<file path="src/rtl/my_mux8way_rr.sv">
// Eight-channel round-robin merge into one registered valid/ready stream.
// Each output word is tagged with the index of the channel that supplied it.
module my_mux8way_rr #(
    parameter int WIDTH = 16
) (
    input  logic               clk,
    input  logic               reset,
    input  logic [8*WIDTH-1:0] in_data,
    input  logic [7:0]         in_valid,
    output logic [7:0]         in_ready,
    output logic [WIDTH-1:0]   out,
    output logic [2:0]         out_sel,
    output logic               out_valid,
    input  logic               out_ready,
    output logic [2:0]         o_dbg_ptr
);

    // Handshake: a word moves on an interface at any rising edge where its
    // valid and ready are both high; ready never waits on valid being held.
    logic [WIDTH-1:0] r_out;
    logic [2:0]       r_sel;
    logic             r_valid;
    logic [2:0]       r_ptr;

    logic             w_load;
    logic             w_found;
    logic [2:0]       w_win;

    // The holding register can refill whenever it is empty or draining now.
    assign w_load = !r_valid || out_ready;

    always_comb begin
        logic [2:0] w_cand;
        w_found = 1'b0;
        w_win   = 3'd0;
        w_cand  = r_ptr;
        for (int i = 0; i < 8; i++) begin
            w_cand = r_ptr + 3'(i);
            if (!w_found && in_valid[w_cand]) begin
                w_found = 1'b1;
                w_win   = w_cand;
            end
        end
    end

    assign in_ready = (w_found && w_load && !reset) ? (8'd1 << w_win) : 8'd0;

    always_ff @(posedge clk) begin
        if (reset) begin
            r_out   <= '0;
            r_sel   <= 3'd0;
            r_valid <= 1'b0;
            r_ptr   <= 3'd0;
        end else if (w_load) begin
            if (w_found) begin
                r_out   <= in_data[w_win*WIDTH +: WIDTH];
                r_sel   <= w_win;
                r_valid <= 1'b1;
                r_ptr   <= w_win + 3'd1;
            end else begin
                r_valid <= 1'b0;
            end
        end
    end

    assign out       = r_out;
    assign out_sel   = r_sel;
    assign out_valid = r_valid;
    assign o_dbg_ptr = r_ptr;

endmodule

</file>
<file path="config.mk">
export PLATFORM = sky130hd
export DESIGN_NAME = my_mux8way_rr
export DESIGN_NICKNAME = d
export VERILOG_FILES = /design/src/rtl/my_mux8way_rr.sv
export SDC_FILE = /design/constraint.sdc
export NUM_CORES = 1
export LEC_CHECK = 0
export CORE_MARGIN = 2
export CORE_UTILIZATION = 41
export CTS_CLUSTER_DIAMETER = 80
export DETAILED_ROUTE_END_ITERATION = 7
export PLACE_DENSITY = 0.86
export SYNTH_ARGS = -nofsm -noshare
export SYNTH_HDL_FRONTEND = slang
export SYNTH_SLANG_ARGS = --single-unit
</file>
<file path="constraint.sdc">
create_clock -name clk -period 8.59 [get_ports clk]
set_input_delay 1.2885 -clock clk [delete_from_list [all_inputs] [get_ports clk]]
set_output_delay 1.2885 -clock clk [all_outputs]
set_load 0.01 [all_outputs]
</file>
==> impl_results.md, run 1 <==
* Run status: complete, but fails checks
* Violations in the final reports: DRC
* RePlAce Congestion at roughly 0.85
* Async set-or-reset flop fraction in the synthesized netlist at 0%
* Startpoint class of the critical path: flop
* Num Clock Sinks at 23
* Highest fanout seen on the critical path at 19
* Aggregate negative setup slack at 0 ns
* Final instance area at 4470 um2
* Post-synthesis cell type count at 45
* Sequential share of the synthesized area at 16.8%
* Synth top area share at roughly a third
* Final clock skew at 0.0123 ns
* Vias in the first global route at around 3000
* Total wirelength of the detailed-routed design at ~10 mm
* Count of pins over their slew limit at 0
* Fill cell total of the finished layout at 504
* Half-perimeter wire length after placement at approximately 8.3 mm
* Starting density of the core at 42.8%
* Placement Cell Area at 4430 um2
* Transition at the pin with the smallest max-transition slack at 0.822 ns
* Total number of vias at between 3000 and 4000
* Path type of the worst setup path: flop to primary output
* Final setup fails at 0
* Nets in the synthesized netlist at 431
* Post-synthesis cell type with the largest combined area: sky130_fd_sc_hd__mux2i_1
* Inst Count DP at 512
* Dominant cell by count in the synthesized netlist: sky130_fd_sc_hd__mux2i_1
* Global-route wire length before repair at between 15 and 20 mm
* Most used DFF post-synth: sky130_fd_sc_hd__dfxtp_1
* Yosys warnings at 0
* I/O pins at 170
* Count of routing violations after the opening detailed-route iteration at 299
* Vias per inst at 5.87
* # nets final at 582
* Final worst slack at 1.55 ns
* Worst slew margin at a little under half
* Pre-CTS setup slack at 1.87 ns
* Power Density at 380 nW/um2
* Synthesized area at 2750 um2
* Pin count of the biggest net entering global routing at between 40 and 50
* Number of H-tree levels at 1
* Post-cts sizing count at 0
* Post-synthesis cell count at 289
* Combined global-route utilization of all metal layers at 26.9%
* Residual antenna-violating net count after detailed routing at 0
* Die Area at 7380 um2
* Yosys reg bits at 23
* Layout Area Growth over Synthesis at 62.7%
* Number of buffers inserted for hold repair after clock tree synthesis at 0
* Most instantiated cells after synthesis: sky130_fd_sc_hd__mux2i_1 (90), sky130_fd_sc_hd__dfxtp_1 (23), sky130_fd_sc_hd__nor2_1 (18), sky130_fd_sc_hd__o22ai_1 (17), sky130_fd_sc_hd__a221o_1 (16)
* Post-synthesis average cell area at approximately 9.5 um2
* Kind of capture point of the worst setup path: primary output
* Area used by multi-input combinational logic at 2120 um2
* Residual overflow from global routing at 0
* Root buf cell: sky130_fd_sc_hd__clkbuf_8
* Min-delay worst type: flop to flop
* Cell Count, Final, Fillers Out at 516
* Hold violation count in the final report at 0
* IO Port Bufs at 169
* Sequential cell area in the final layout at around 460 um2
* Fraction of layout instances using a drive strength above 1 at about 7.3%
* Buffers inserted during post-CTS setup optimization at 0
* Tcrit/Tclk final at 81.9%
* Die H at roughly 86 um
* Initial antenna violation count at 0
* Leakage power at roughly 0.0018 uW
* Average detailed-routed wire length per instance at around 20 um
* Insertion delay to the later sink of the worst-skew pair at 0.27 ns
* DRC Markers at 4
* Post-synth EDFFs at 0
* Clock period minus final worst setup slack at about 7.0 ns
* Total inserted antenna cells at 0
* Clock tree from TritonCTS: done
* First-pass iteration count of the detailed router at 8
* Overall power of the completed layout at around 1700 uW
* Synth area leaders: sky130_fd_sc_hd__mux2i_1 (33%), sky130_fd_sc_hd__dfxtp_1 (17%), sky130_fd_sc_hd__mux4_2 (12%), sky130_fd_sc_hd__a221o_1 (5.8%), sky130_fd_sc_hd__o22ai_1 (3.9%)
* Number of buffers added by the clock tree synthesis step at 3
* Floorplan core area at 6420 um2
* Horizontal die dimension at 85.9 um
* Arr. time, crit path at 5.75 ns
* Maximum clock frequency at 142 MHz
* CP required at 7.30 ns
* Unrepaired setup endpoints after global routing: false
* Clock transition at the registers of the reported paths at 0.09 ns
* Number of rows created at floorplan at 29
* Maximum clock path buffer count at 2
* Max-Cap Viols at 0
* Maximum vdd drop at 257 uV
-- state kept, by name, summed over array words and instances (netlist names) --
signal and count:
out_valid 1, out 16, out_sel 3, o_dbg_ptr 3
-- worst max-delay path: stages (launching register included) --
cell and delay [ns]:
sky130_fd_sc_hd__dfxtp_1 0.83, sky130_fd_sc_hd__inv_1 0.28, sky130_fd_sc_hd__ha_1 0.69, sky130_fd_sc_hd__mux4_2 0.57, sky130_fd_sc_hd__or4_1 0.50, sky130_fd_sc_hd__o311ai_2 0.13, sky130_fd_sc_hd__nand4b_1 0.31, sky130_fd_sc_hd__o21ai_1 0.70
sky130_fd_sc_hd__nor2_1 0.17, sky130_fd_sc_hd__and2_1 0.47, sky130_fd_sc_hd__and3_1 0.32, sky130_fd_sc_hd__clkdlybuf4s50_1 0.48
-- final timing paths --
| path | start | end | slack (ns) | depth (start not counted) |
|---|---|---|---|---|
| hold / removal | out[7] | out[7] | 0.50 | 1 |
| setup / recovery | o_dbg_ptr[1] | in_ready[2] | 1.55 | 11 |
| setup reg to reg | o_dbg_ptr[1] | out[7] | 2.80 | 13 |
| hold reg to reg | out[7] | out[7] | 0.50 | 1 |
-- metal layers --
| layer | wire (um) | up-vias | global-route usage, % |
|---|---|---|---|
| met5 | 0 | - | 0 |
| met1 | 3870 | 1416 | 32.8 |
| li1 | - | 1445 | - |
| met3 | 769 | 14 | 4.72 |
| met4 | 157 | 0 | 5.92 |
| met2 | 5550 | 155 | 49.0 |
-- where the power goes --
part / leakage (uW) / total [uW] / switching, uW / internal, uW
Clock: 0.0000228 / 70.0 / 36.8 / 33.2
Combinational: 0.00157 / 1430 / 714 / 716
Sequential: 0.000191 / 199 / 49.9 / 149
Total: 0.00178 / 1700 / 800 / 899
-- metrics by stage --
stage               hold slack [ns]  util, %
floorplan                     0.510        -
global placement              0.469     68.9
detailed placement            0.473     68.9
CTS                           0.501     69.6
global route                  0.523     69.6
finish                        0.503     69.6
-- layout by cell type (no fill, tap or decap), types with 2 or more instances in the layout --
master,n
sky130_fd_sc_hd__dfxtp_1,23
sky130_fd_sc_hd__mux4_2,15
sky130_fd_sc_hd__inv_1,8
sky130_fd_sc_hd__o221ai_1,2
sky130_fd_sc_hd__or4_1,3
sky130_fd_sc_hd__nand3b_1,2
sky130_fd_sc_hd__ha_1,3
sky130_fd_sc_hd__a221o_1,16
sky130_fd_sc_hd__and2_1,4
sky130_fd_sc_hd__buf_4,3
sky130_fd_sc_hd__nor2_1,18
sky130_fd_sc_hd__a32oi_1,2
sky130_fd_sc_hd__nor3_1,2
sky130_fd_sc_hd__mux2i_1,90
sky130_fd_sc_hd__clkbuf_8,3
sky130_fd_sc_hd__o22ai_1,17
sky130_fd_sc_hd__nand3_1,2
sky130_fd_sc_hd__a21oi_1,10
sky130_fd_sc_hd__nor2b_1,3
sky130_fd_sc_hd__mux2_2,5
sky130_fd_sc_hd__clkdlybuf4s50_1,169
sky130_fd_sc_hd__o21ai_0,3
sky130_fd_sc_hd__nand2_1,8
sky130_fd_sc_hd__xnor2_1,3
sky130_fd_sc_hd__a31oi_1,3
sky130_fd_sc_hd__o211ai_1,2
sky130_fd_sc_hd__nand2b_1,3
sky130_fd_sc_hd__o311ai_2,2
-- layout make-up --
class,count,share of cell area [%]
flip-flops and latches,23,10.3
repair buffers,172,38.3
inverters,9,0.755
multi-input cells,231,47.5
clock buffers,4,1.01
well taps,77,2.15
-- kinds of logic (layout without fill, tap and decap cells) --
group           count (synthesis)  count (layout)  share of synthesized area, %
compound gates                 63              63                          17.4
fa+ha+maj                       3               3                          1.37
flops                          23              23                          16.8
simple gates                   52              52                          10.2
mux                           110             110                          47.1
xor+xnor                        3               3                         0.956
buf+inv                        35             185                          6.28
Note: power is estimated with default switching activity, not from simulation.
==> run 2: changes to the inputs <==
- CORE_UTILIZATION: 41 -> 38
- PLACE_DENSITY: 0.86 -> 0.8
- clock period: 8.59 -> 6.7 ns (I/O delays scaled with it)
==> run 2 against run 1 <==
  * The run now ends clean
  * Largest cell class unchanged
  * Power up 29%
  * Setup slack worse by 0.58 ns
  * Largest power group unchanged
  * Critical path type is now input port to primary output
  * Non-clock buffer count up 4
==> impl_results.md, run 2 (synthesized netlist as in run 1, its figures left out) <==
* Run status: finished, final reports clean
* Clock tree from TritonCTS: done
* Min-delay worst type: flop to flop
* I/O pins at 170
* Number of buffers inserted for hold repair after clock tree synthesis at 0
* Global-route met1 utilization at between 20% and 30%
* Sequential cell area in the final layout at 460 um2
* Num Clock Sinks at 23
* Most frequent standard cell in the layout excluding fill and tap cells: sky130_fd_sc_hd__clkdlybuf4s50_1
* Arr. time, crit path at about 4.7 ns
* Residual antenna-violating net count after detailed routing at 0
* RePlAce Congestion at between 0.9 and 1
* Initial antenna violation count at 0
* Average detailed-routed wire length per instance at 18.0 um
* Insertion delay to the later sink of the worst-skew pair at 0.27 ns
* Total wirelength of the detailed-routed design at 9.76 mm
* First-pass iteration count of the detailed router at 4
* Floorplan core area at around 7100 um2
* Leakage power at ~0.0018 uW
* Number of buffers added by the clock tree synthesis step at 3
* IO Port Bufs at 169
* Transition at the pin with the smallest max-transition slack at 0.722 ns
* Total inserted antenna cells at 0
* CP required at around 5.7 ns
* Max reg flops at 16
* Path type of the worst setup path: input port to primary output
* Aggregate negative setup slack at 0 ns
* Startpoint class of the critical path: input port
* Horizontal die dimension at 89.1 um
* # nets final at 586
* Post-layout util at 63.5%
* Leading cell types in the layout, fill and taps excluded: sky130_fd_sc_hd__clkdlybuf4s50_1 (169), sky130_fd_sc_hd__mux2i_1 (90), sky130_fd_sc_hd__dfxtp_1 (23)
* Layout Area Growth over Synthesis at 65.0%
* Pin count of the biggest net entering global routing at 46
* Worst slew margin at 51.7%
* Starting density of the core at 38.5%
* Half-perimeter wire length after placement at 8.00 mm
* Count of routing violations after the opening detailed-route iteration at 145
* Highest fanout seen on the critical path at 25
* Met2 track utilization from global routing at 42.6%
* Fraction of layout instances using a drive strength above 1 at 8.35%
* Number of rows created at floorplan at 31
* Area used by multi-input combinational logic at 2120 um2
* Maximum vdd drop at about 400 uV
* Number of H-tree levels at 1
* Most used routing layer: met2
* Buffers inserted during post-CTS setup optimization at 0
* Maximum clock frequency at between 150 and 200 MHz
* Count of pins over their slew limit at 0
* Root buf cell: sky130_fd_sc_hd__clkbuf_8
* Total number of vias at 2999
* Unrepaired setup endpoints after global routing: false
* Pre-CTS setup slack at 1.03 ns
* Met3 usage at 4.34%
* Vias per inst at 5.53
* Final worst slack at just under 1 ns
* Power Density at 484 nW/um2
* Hold violation count in the final report at 0
* Residual overflow from global routing at 0
* Clock transition at the registers of the reported paths at about 0.09 ns
* Tcrit/Tclk final at 85.4%
* Maximum clock path buffer count at 2
* Clock period minus final worst setup slack at 5.72 ns
* DRC Markers at 0
* Vias in the first global route at 2910
* Global-route wire length before repair at 14.5 mm
* Fill cell total of the finished layout at 627
* Max-Cap Viols at 0
* Post-cts sizing count at 0
* Die H at 89.1 um
* Kind of capture point of the worst setup path: primary output
* Final setup fails at 0
* Die Area at 7930 um2
* Combined global-route utilization of all metal layers at 23.6%
* Final clock skew at 0.00364 ns
==> run 2: layout make-up <==
type | instances | share of cell area (%)
clock buffers | 3 | 0.911
clock inverters | 1 | 0.166
inverters | 9 | 0.745
multi-input cells | 231 | 46.8
flip-flops and latches | 23 | 10.2
well taps | 99 | 2.73
repair buffers | 176 | 38.5
==> run 2: worst max-delay path: stages <==
cell                              delay, ns
sky130_fd_sc_hd__clkdlybuf4s50_1       0.55
sky130_fd_sc_hd__mux4_2                0.62
sky130_fd_sc_hd__mux2i_1               0.33
sky130_fd_sc_hd__nand2b_1              0.15
sky130_fd_sc_hd__nand4b_1              0.36
sky130_fd_sc_hd__nand4bb_1             0.31
sky130_fd_sc_hd__o311ai_2              0.13
sky130_fd_sc_hd__buf_4                 0.41
sky130_fd_sc_hd__inv_1                 0.14
sky130_fd_sc_hd__nor2_1                0.14
sky130_fd_sc_hd__clkdlybuf4s50_1       0.55
==> run 2: path summary, 6_finish.rpt <==
path                     start          end  slack, ns  cells after the start
setup / recovery   in_valid[4]  in_ready[1]       0.98                     11
hold / removal          out[2]       out[2]       0.49                      1
hold reg to reg         out[2]       out[2]       0.49                      1
setup reg to reg  o_dbg_ptr[1]       out[7]       1.71                     13
==> run 2: through the flow <==
step | power (uW) | hold WS (ns) | instances | area (um2)
after CTS | 2200 | 0.499 | 542 | 4530
after detailed placement | 2110 | 0.474 | 538 | 4490
after global placement | 2090 | 0.469 | 538 | 4490
after global routing | 2360 | 0.515 | 542 | 4530
after floorplan | 1660 | 0.510 | 289 | 2750
final | 2190 | 0.494 | 542 | 4530
==> run 2: power by group <==
group / switching [uW] / internal (uW) / leakage, uW / total [uW]
Sequential: 33.3 / 192 / 0.000191 / 225
Combinational: 951 / 928 / 0.00159 / 1880
Clock: 47.1 / 42.1 / 0.0000217 / 89.1
Total: 1030 / 1160 / 0.00180 / 2190
==> run 2: routing by layer <==
layer / vias to the layer above / part of all wire, %
met5: - / 0
met4: 0 / 1.9
met3: 14 / 6.5
met2: 137 / 52
met1: 1404 / 39
li1: 1444 / -
==> run 3: changes to the inputs <==
- SKIP_LAST_GASP: not set -> 1
==> results of run 3 <==
No change in the layout: final DEF, timing and power equal those of run 2.
